[src/rtl/mcm_index_scheduler_if.sv]
// Handshake bundle between the matrix-chain DP scheduler and its datapath.
// The master modport is the scheduler side; the slave modport is the datapath/control side.
interface mcm_index_scheduler_if #(
  parameter int W = 8
);
  logic         start;
  logic [W-1:0] matlen;
  logic         busy;
  logic         done;
  logic         err;
  logic         idx_valid;
  logic         idx_ready;
  logic [W-1:0] ir;
  logic [W-1:0] jr;
  logic [W-1:0] kr;
  logic         rw;
  logic         wr_en;
  logic [W-1:0] iw;
  logic [W-1:0] jw;
  logic         wr_zero;

  modport master (
    input  start, matlen, idx_ready,
    output busy, done, err, idx_valid, ir, jr, kr, rw, wr_en, iw, jw, wr_zero
  );

  modport slave (
    output start, matlen, idx_ready,
    input  busy, done, err, idx_valid, ir, jr, kr, rw, wr_en, iw, jw, wr_zero
  );
endinterface

[src/rtl/mcm_index_scheduler.sv]
// Matrix-chain-multiply DP index scheduler: walks the cost table diagonal by diagonal.
// Optional MCM_DIAG_INIT_EN adds a ZINIT phase that zero-writes the main diagonal.
module mcm_index_scheduler #(
  parameter int W     = 8,
  parameter int MAX_N = 32
) (
  input  logic                   clk,
  input  logic                   reset,
  mcm_index_scheduler_if.master  bus
);

  localparam logic [W-1:0] ONE     = W'(1);
  localparam logic [W-1:0] MAX_N_W = W'(MAX_N);

  typedef enum logic [2:0] {
    S_IDLE,
    S_INIT,
`ifdef MCM_DIAG_INIT_EN
    S_ZINIT,
`endif
    S_ISSUE,
    S_WRITE,
    S_DONE
  } state_t;

  state_t       r_state, w_state_nx;
  logic [W-1:0] r_n, w_n_nx;
  logic [W-1:0] r_d, w_d_nx;
  logic [W-1:0] r_i, w_i_nx;
  logic [W-1:0] r_j, w_j_nx;
  logic [W-1:0] r_k, w_k_nx;
`ifdef MCM_DIAG_INIT_EN
  logic [W-1:0] r_z, w_z_nx;
`endif

  logic         w_busy, w_done, w_err, w_valid, w_rw, w_wr_en, w_wr_zero;
  logic [W-1:0] w_ir, w_jr, w_kr, w_iw, w_jw;

  // NOTE: sequential state uses non-blocking assignments only, so every
  // register samples the pre-edge value of every other register.
  always_ff @(posedge clk) begin
    if (reset) begin
      r_state <= S_IDLE;
      r_n     <= '0;
      r_d     <= '0;
      r_i     <= '0;
      r_j     <= '0;
      r_k     <= '0;
`ifdef MCM_DIAG_INIT_EN
      r_z     <= '0;
`endif
    end else begin
      r_state <= w_state_nx;
      r_n     <= w_n_nx;
      r_d     <= w_d_nx;
      r_i     <= w_i_nx;
      r_j     <= w_j_nx;
      r_k     <= w_k_nx;
`ifdef MCM_DIAG_INIT_EN
      r_z     <= w_z_nx;
`endif
    end
  end

  // NOTE: every signal written here gets a default first so no path can
  // leave one unassigned and infer a latch.
  always_comb begin
    w_state_nx = r_state;
    w_n_nx     = r_n;
    w_d_nx     = r_d;
    w_i_nx     = r_i;
    w_j_nx     = r_j;
    w_k_nx     = r_k;
`ifdef MCM_DIAG_INIT_EN
    w_z_nx     = r_z;
`endif
    w_busy     = 1'b0;
    w_done     = 1'b0;
    w_err      = 1'b0;
    w_valid    = 1'b0;
    w_rw       = 1'b0;
    w_ir       = '0;
    w_jr       = '0;
    w_kr       = '0;
    w_wr_en    = 1'b0;
    w_wr_zero  = 1'b0;
    w_iw       = '0;
    w_jw       = '0;

    unique case (r_state)
      S_IDLE: begin
        if (bus.start) begin
          w_n_nx     = bus.matlen;
          w_state_nx = S_INIT;
        end
      end

      S_INIT: begin
        w_busy = 1'b1;
        if (r_n > MAX_N_W || r_n < 2) begin
          w_state_nx = S_DONE;
        end else begin
          w_d_nx = ONE;
          w_i_nx = '0;
          w_k_nx = '0;
          w_j_nx = ONE;
`ifdef MCM_DIAG_INIT_EN
          w_z_nx     = '0;
          w_state_nx = S_ZINIT;
`else
          w_state_nx = S_ISSUE;
`endif
        end
      end

`ifdef MCM_DIAG_INIT_EN
      S_ZINIT: begin
        w_busy    = 1'b1;
        w_wr_en   = 1'b1;
        w_wr_zero = 1'b1;
        w_iw      = r_z;
        w_jw      = r_z;
        w_z_nx    = r_z + ONE;
        if (r_z == r_n - ONE) w_state_nx = S_ISSUE;
      end
`endif

      S_ISSUE: begin
        w_busy  = 1'b1;
        w_valid = 1'b1;
        w_ir    = r_i;
        w_jr    = r_j;
        w_kr    = r_k;
        w_rw    = (r_k == r_j - ONE);
        if (bus.idx_ready) begin
          if (w_rw) w_state_nx = S_WRITE;
          else      w_k_nx     = r_k + ONE;
        end
      end

      S_WRITE: begin
        w_busy  = 1'b1;
        w_wr_en = 1'b1;
        w_iw    = r_i;
        w_jw    = r_j;
        // Next cell: along the current diagonal, else start of the next one.
        if (r_i < r_n - ONE - r_d) begin
          w_i_nx     = r_i + ONE;
          w_k_nx     = r_i + ONE;
          w_j_nx     = r_i + ONE + r_d;
          w_state_nx = S_ISSUE;
        end else if (r_d < r_n - ONE) begin
          w_d_nx     = r_d + ONE;
          w_i_nx     = '0;
          w_k_nx     = '0;
          w_j_nx     = r_d + ONE;
          w_state_nx = S_ISSUE;
        end else begin
          w_state_nx = S_DONE;
        end
      end

      S_DONE: begin
        w_done     = 1'b1;
        w_err      = (r_n > MAX_N_W);
        w_state_nx = S_IDLE;
      end

      default: w_state_nx = S_IDLE;
    endcase
  end

  assign bus.busy      = w_busy;
  assign bus.done      = w_done;
  assign bus.err       = w_err;
  assign bus.idx_valid = w_valid;
  assign bus.ir        = w_ir;
  assign bus.jr        = w_jr;
  assign bus.kr        = w_kr;
  assign bus.rw        = w_rw;
  assign bus.wr_en     = w_wr_en;
  assign bus.iw        = w_iw;
  assign bus.jw        = w_jw;
  assign bus.wr_zero   = w_wr_zero;

endmodule
[src/flat_wrapper.sv]
// flat-port wrapper written by rule: the top's interface ports become plain ports
module mcm_index_scheduler_flat 
#(
  parameter int W     = 8,
  parameter int MAX_N = 32
)
  (clk, reset, bus_start, bus_matlen, bus_idx_ready, bus_busy, bus_done, bus_err, bus_idx_valid, bus_ir, bus_jr, bus_kr, bus_rw, bus_wr_en, bus_iw, bus_jw, bus_wr_zero);
  mcm_index_scheduler_if #(.W(W)) bus_i ();
  input  logic clk;
  input  logic reset;
  input wire logic [$bits(bus_i.start)-1:0] bus_start;
  input wire logic [$bits(bus_i.matlen)-1:0] bus_matlen;
  input wire logic [$bits(bus_i.idx_ready)-1:0] bus_idx_ready;
  output wire logic [$bits(bus_i.busy)-1:0] bus_busy;
  output wire logic [$bits(bus_i.done)-1:0] bus_done;
  output wire logic [$bits(bus_i.err)-1:0] bus_err;
  output wire logic [$bits(bus_i.idx_valid)-1:0] bus_idx_valid;
  output wire logic [$bits(bus_i.ir)-1:0] bus_ir;
  output wire logic [$bits(bus_i.jr)-1:0] bus_jr;
  output wire logic [$bits(bus_i.kr)-1:0] bus_kr;
  output wire logic [$bits(bus_i.rw)-1:0] bus_rw;
  output wire logic [$bits(bus_i.wr_en)-1:0] bus_wr_en;
  output wire logic [$bits(bus_i.iw)-1:0] bus_iw;
  output wire logic [$bits(bus_i.jw)-1:0] bus_jw;
  output wire logic [$bits(bus_i.wr_zero)-1:0] bus_wr_zero;
  assign bus_i.start = bus_start;
  assign bus_i.matlen = bus_matlen;
  assign bus_i.idx_ready = bus_idx_ready;
  assign bus_busy = bus_i.busy;
  assign bus_done = bus_i.done;
  assign bus_err = bus_i.err;
  assign bus_idx_valid = bus_i.idx_valid;
  assign bus_ir = bus_i.ir;
  assign bus_jr = bus_i.jr;
  assign bus_kr = bus_i.kr;
  assign bus_rw = bus_i.rw;
  assign bus_wr_en = bus_i.wr_en;
  assign bus_iw = bus_i.iw;
  assign bus_jw = bus_i.jw;
  assign bus_wr_zero = bus_i.wr_zero;
  mcm_index_scheduler #(.W(W), .MAX_N(MAX_N)) u_core (.clk(clk), .reset(reset), .bus(bus_i));
endmodule
[config.mk]
export PLATFORM = sky130hd
export DESIGN_NAME = mcm_index_scheduler_flat
export DESIGN_NICKNAME = d
export VERILOG_FILES = /design/src/rtl/mcm_index_scheduler_if.sv /design/src/rtl/mcm_index_scheduler.sv /design/src/flat_wrapper.sv
export SDC_FILE = /design/constraint.sdc
export NUM_CORES = 1
export LEC_CHECK = 0
export ABC_AREA = 0
export ABC_CLOCK_PERIOD_IN_PS = 5400
export CORE_UTILIZATION = 55
export DETAILED_ROUTE_END_ITERATION = 7
export GPL_TIMING_DRIVEN = 0
export PLACE_DENSITY = 0.91
export SKIP_CTS_REPAIR_TIMING = 1
export SYNTH_ARGS = -nofsm -noshare
export SYNTH_HDL_FRONTEND = slang
export SYNTH_SLANG_ARGS = --single-unit
[constraint.sdc]
create_clock -name clk -period 5.4 [get_ports clk]
set_clock_uncertainty 0.05 [all_clocks]
set_input_delay 0.81 -clock clk [delete_from_list [all_inputs] [get_ports clk]]
set_output_delay 0.81 -clock clk [all_outputs]
set_load 0.03 [all_outputs]
==> metrics.yaml <==
status: "complete, no violations"
crit_required_ns: 5.53
slowest_delay_ns: 0.70
clock_latency_ns: 0.30
worst_hold_path.endpoint: "u_core.r_j[1]"
grt-ovfl-total: 0
cts.sinks: 43
hpwl_mm: 9.09
synthDistinctLibCells: 59
fin_nets: 583
fp.coreArea_um2: 6390
grt_pass1_vias: 3724
yosysWarningCount: 0
fill_cells: 572
max-cap-violations: 0
final_util: 0.691
hold_depth: 2
yosysTopAreaCellShare: 0.235
synthFlopType: "dfxtp_1"
dr.first_iter.drc_count: 256
h-tree-depth: 2
hold_viol: 0
critPathKind: "reg -> reg"
fp.dieArea_um2: 6980
antenna_cells: 0
place_area_um2: 4320
crit_chain: "inv_1 > ha_1 > inv_1 > ha_1 > nor2b_1 > o21ai_0 > a21boi_0 > o21ai_0 > nand2b_1 > xnor2_1 > ha_1 > a211o_1 > a21oi_1 > a21oi_1 > a211oi_1 > nor2_1 > a221o_1"
postSynthCellCount: 478
die_h_um: 83.5
multi_input_area_um2: 2600
syn_to_final_growth_pct: 20.6
grt_pass1_wl_mm: 18.3
avgSynthCellArea_um2: 7.65
cp.arrival_ns: 5.07
crit_top_cell: "ha_1"
yosys.area.top_type: "dfxtp_1"
die_x_um: 83.5
antenna_found_initial: 0
rrSetupSlack_ns: 0.46
ant_nets: 0
cts_tree: "done"
gp_congestion: 1.00
worstPathMaxFanout: 7
tns_ns: 0
power_frac_clock: 0.224
power.share.switching: 0.377
wl_per_cell_um: 18.5
worst_slack_ns: 0.465
synth.yosys.seq_area_share: 0.235
r2r_cells: 17
vdd_ir_drop_max_v: 0.000153
hp-class: "reg -> reg"
p_comb_frac: 0.395
start_util: 0.573
r2r-start: "u_core.r_n[0]"
ys_ff_latch: 43
syn_area_um2: 3660
rsz0062_at_grt: "false"
synth_edf_count: 0
drv_slew: 0
worstMarginPinSlew_ns: 1.08
period_share: 0.914
wl_mm: 11.4
drive_gt1_frac: 0.0351
clk_path_buf_depth: 2
seqPwrFrac: 0.382
synthTopCellsByArea: "dfxtp_1 (24%), ha_1 (9.2%), xnor2_1 (7.4%), and3_1 (6.2%), a21oi_1 (5.1%)"
slowest_stage: "a211oi_1"
relSlewSlack: 0.271
numCtsBuffers: 5
root_buffer: "clkbuf_8"
viasPerCell: 6.39
cellPowerDensity_nw_per_um2: 214
clk_pin_slew_ns: 0.08
pre_cts_ws_ns: 0.589
ff_latch_area_um2: 861
drc_errors: 0
switchingPower_uw: 355
min_from: "u_core.r_j[1]"
stdcell_area_um2: 4410
async_flop_share: 0
rows: 29
setup_viol: 0
portBuffers: 57
syn-num-nets: 519
p_int_uw: 587
dr_total_vias: 3956
dr.pass1.iters: 5
boundaryPins: 59
cp-end-kind: "register"
p_leak_uw: 0.00172
worst_r2r_endpoint: "u_core.r_j[7]"
startpoint_type: "register"
fmax_mhz: 203
grt_max_degree: 13
grt_usage: 0.330
min_period_ns: 4.94
## layer usage
| layer | track usage | vias to the layer above | routed length [um] |
|---|---|---|---|
| met3 | 0.0603 | 56 | 750 |
| met2 | 0.563 | 199 | 5500 |
| li1 | - | 1883 | - |
| met4 | 0.182 | 0 | 513 |
| met1 | 0.392 | 1818 | 4670 |
| met5 | 0 | - | 0 |
## metrics by stage
step / total power [uW] / instances / hold WS (ns)
floorplan: 636 / 478 / 0.405
global placement: 717 / 612 / 0.420
detailed placement: 731 / 612 / 0.422
CTS: 939 / 619 / 0.434
global route: 1010 / 619 / 0.450
finish: 942 / 619 / 0.439
## cell usage after synthesis, types with 4 or more instances
master,n
xnor2_1,31
nand2_1,45
and2_1,5
inv_1,22
or4_1,4
and3_1,36
a2111oi_0,4
a21oi_1,37
clkbuf_1,20
dfxtp_1,43
nor2_1,33
ha_1,27
nand2b_1,8
o31ai_1,8
a211oi_1,14
a32oi_1,4
nor3_1,13
nand3_1,13
xor2_1,10
nor4_1,4
nand4_1,8
a22o_1,5
a311oi_1,5
o21ai_0,13
nor2b_1,6
## state kept, by name (all words and copies together), names as in the netlist
name	count
u_core.r_d	8
u_core.r_i	8
u_core.r_j	8
u_core.r_k	8
u_core.r_n	8
u_core.r_state	3
## logic make-up (layout without fill, tap and decap cells)
logic type                 Yosys count  in the layout  synth area share
muxes                                2              2           0.00547
xor gates and xnor gates            41             41            0.0982
and+or+nand+nor                    189            189             0.269
adders and majority gates           29             29             0.103
other                                1              1           0.00103
AOI/OAI and AO/OA                  124            124             0.235
buffers and inverters               49            113            0.0534
DFF                                 43             43             0.235
## power groups by stage
stage | clock, uW | combinational [uW] | sequential, uW
detailed placement | 0 | 365 | 366
global route | 230 | 413 | 363
floorplan | 0 | 278 | 358
finish | 211 | 372 | 360
global placement | 0 | 352 | 365
CTS | 213 | 367 | 359
## final cells by class
| cell class | instances | area share |
|---|---|---|
| Sequential cell | 43 | 0.195 |
| Tap cell | 77 | 0.0218 |
| Inverter | 23 | 0.0196 |
| Clock buffer | 6 | 0.0187 |
| Clock inverter | 1 | 0.00113 |
| Multi-Input combinational cell | 386 | 0.590 |
| Timing Repair Buffer | 57 | 0.129 |
| Buffer | 26 | 0.0247 |
## critical path, delay by kind of cell (launching register included)
| kind | cells | cell delay, ns |
|---|---|---|
| flip-flops | 1 | 0.44 |
| adder cells (fa/ha/maj) | 3 | 0.91 |
| AO/OA/AOI/OAI | 8 | 2.56 |
| buffers and inverters | 2 | 0.13 |
| XOR/XNOR | 1 | 0.18 |
| AND/OR/NAND/NOR | 3 | 0.54 |
## layout by cell type, fill, tap and decap left out, types with 14 or more instances in the layout
master / synthesis / final
nand2_1: 45 / 45
and3_1: 36 / 36
a21oi_1: 37 / 37
clkdlybuf4s50_1: 0 / 57
nor2_1: 33 / 33
dfxtp_1: 43 / 43
ha_1: 27 / 27
a211oi_1: 14 / 14
clkbuf_1: 20 / 20
inv_1: 22 / 22
xnor2_1: 31 / 31
## worst max path at each step
stage	end	start	slack (ns)	cells after the start
6_report	u_core.r_j[7]	u_core.r_n[0]	0.46	17
5_1_grt	u_core.r_j[7]	u_core.r_n[0]	0.06	17
4_1_cts	u_core.r_j[7]	u_core.r_n[0]	0.57	17
3_5_place_dp	u_core.r_j[7]	u_core.r_n[0]	0.59	17
3_3_place_gp	u_core.r_j[7]	u_core.r_n[0]	0.72	17
2_1_floorplan	u_core.r_j[7]	u_core.r_n[0]	1.41	17
(Power assumes the default switching activity.)
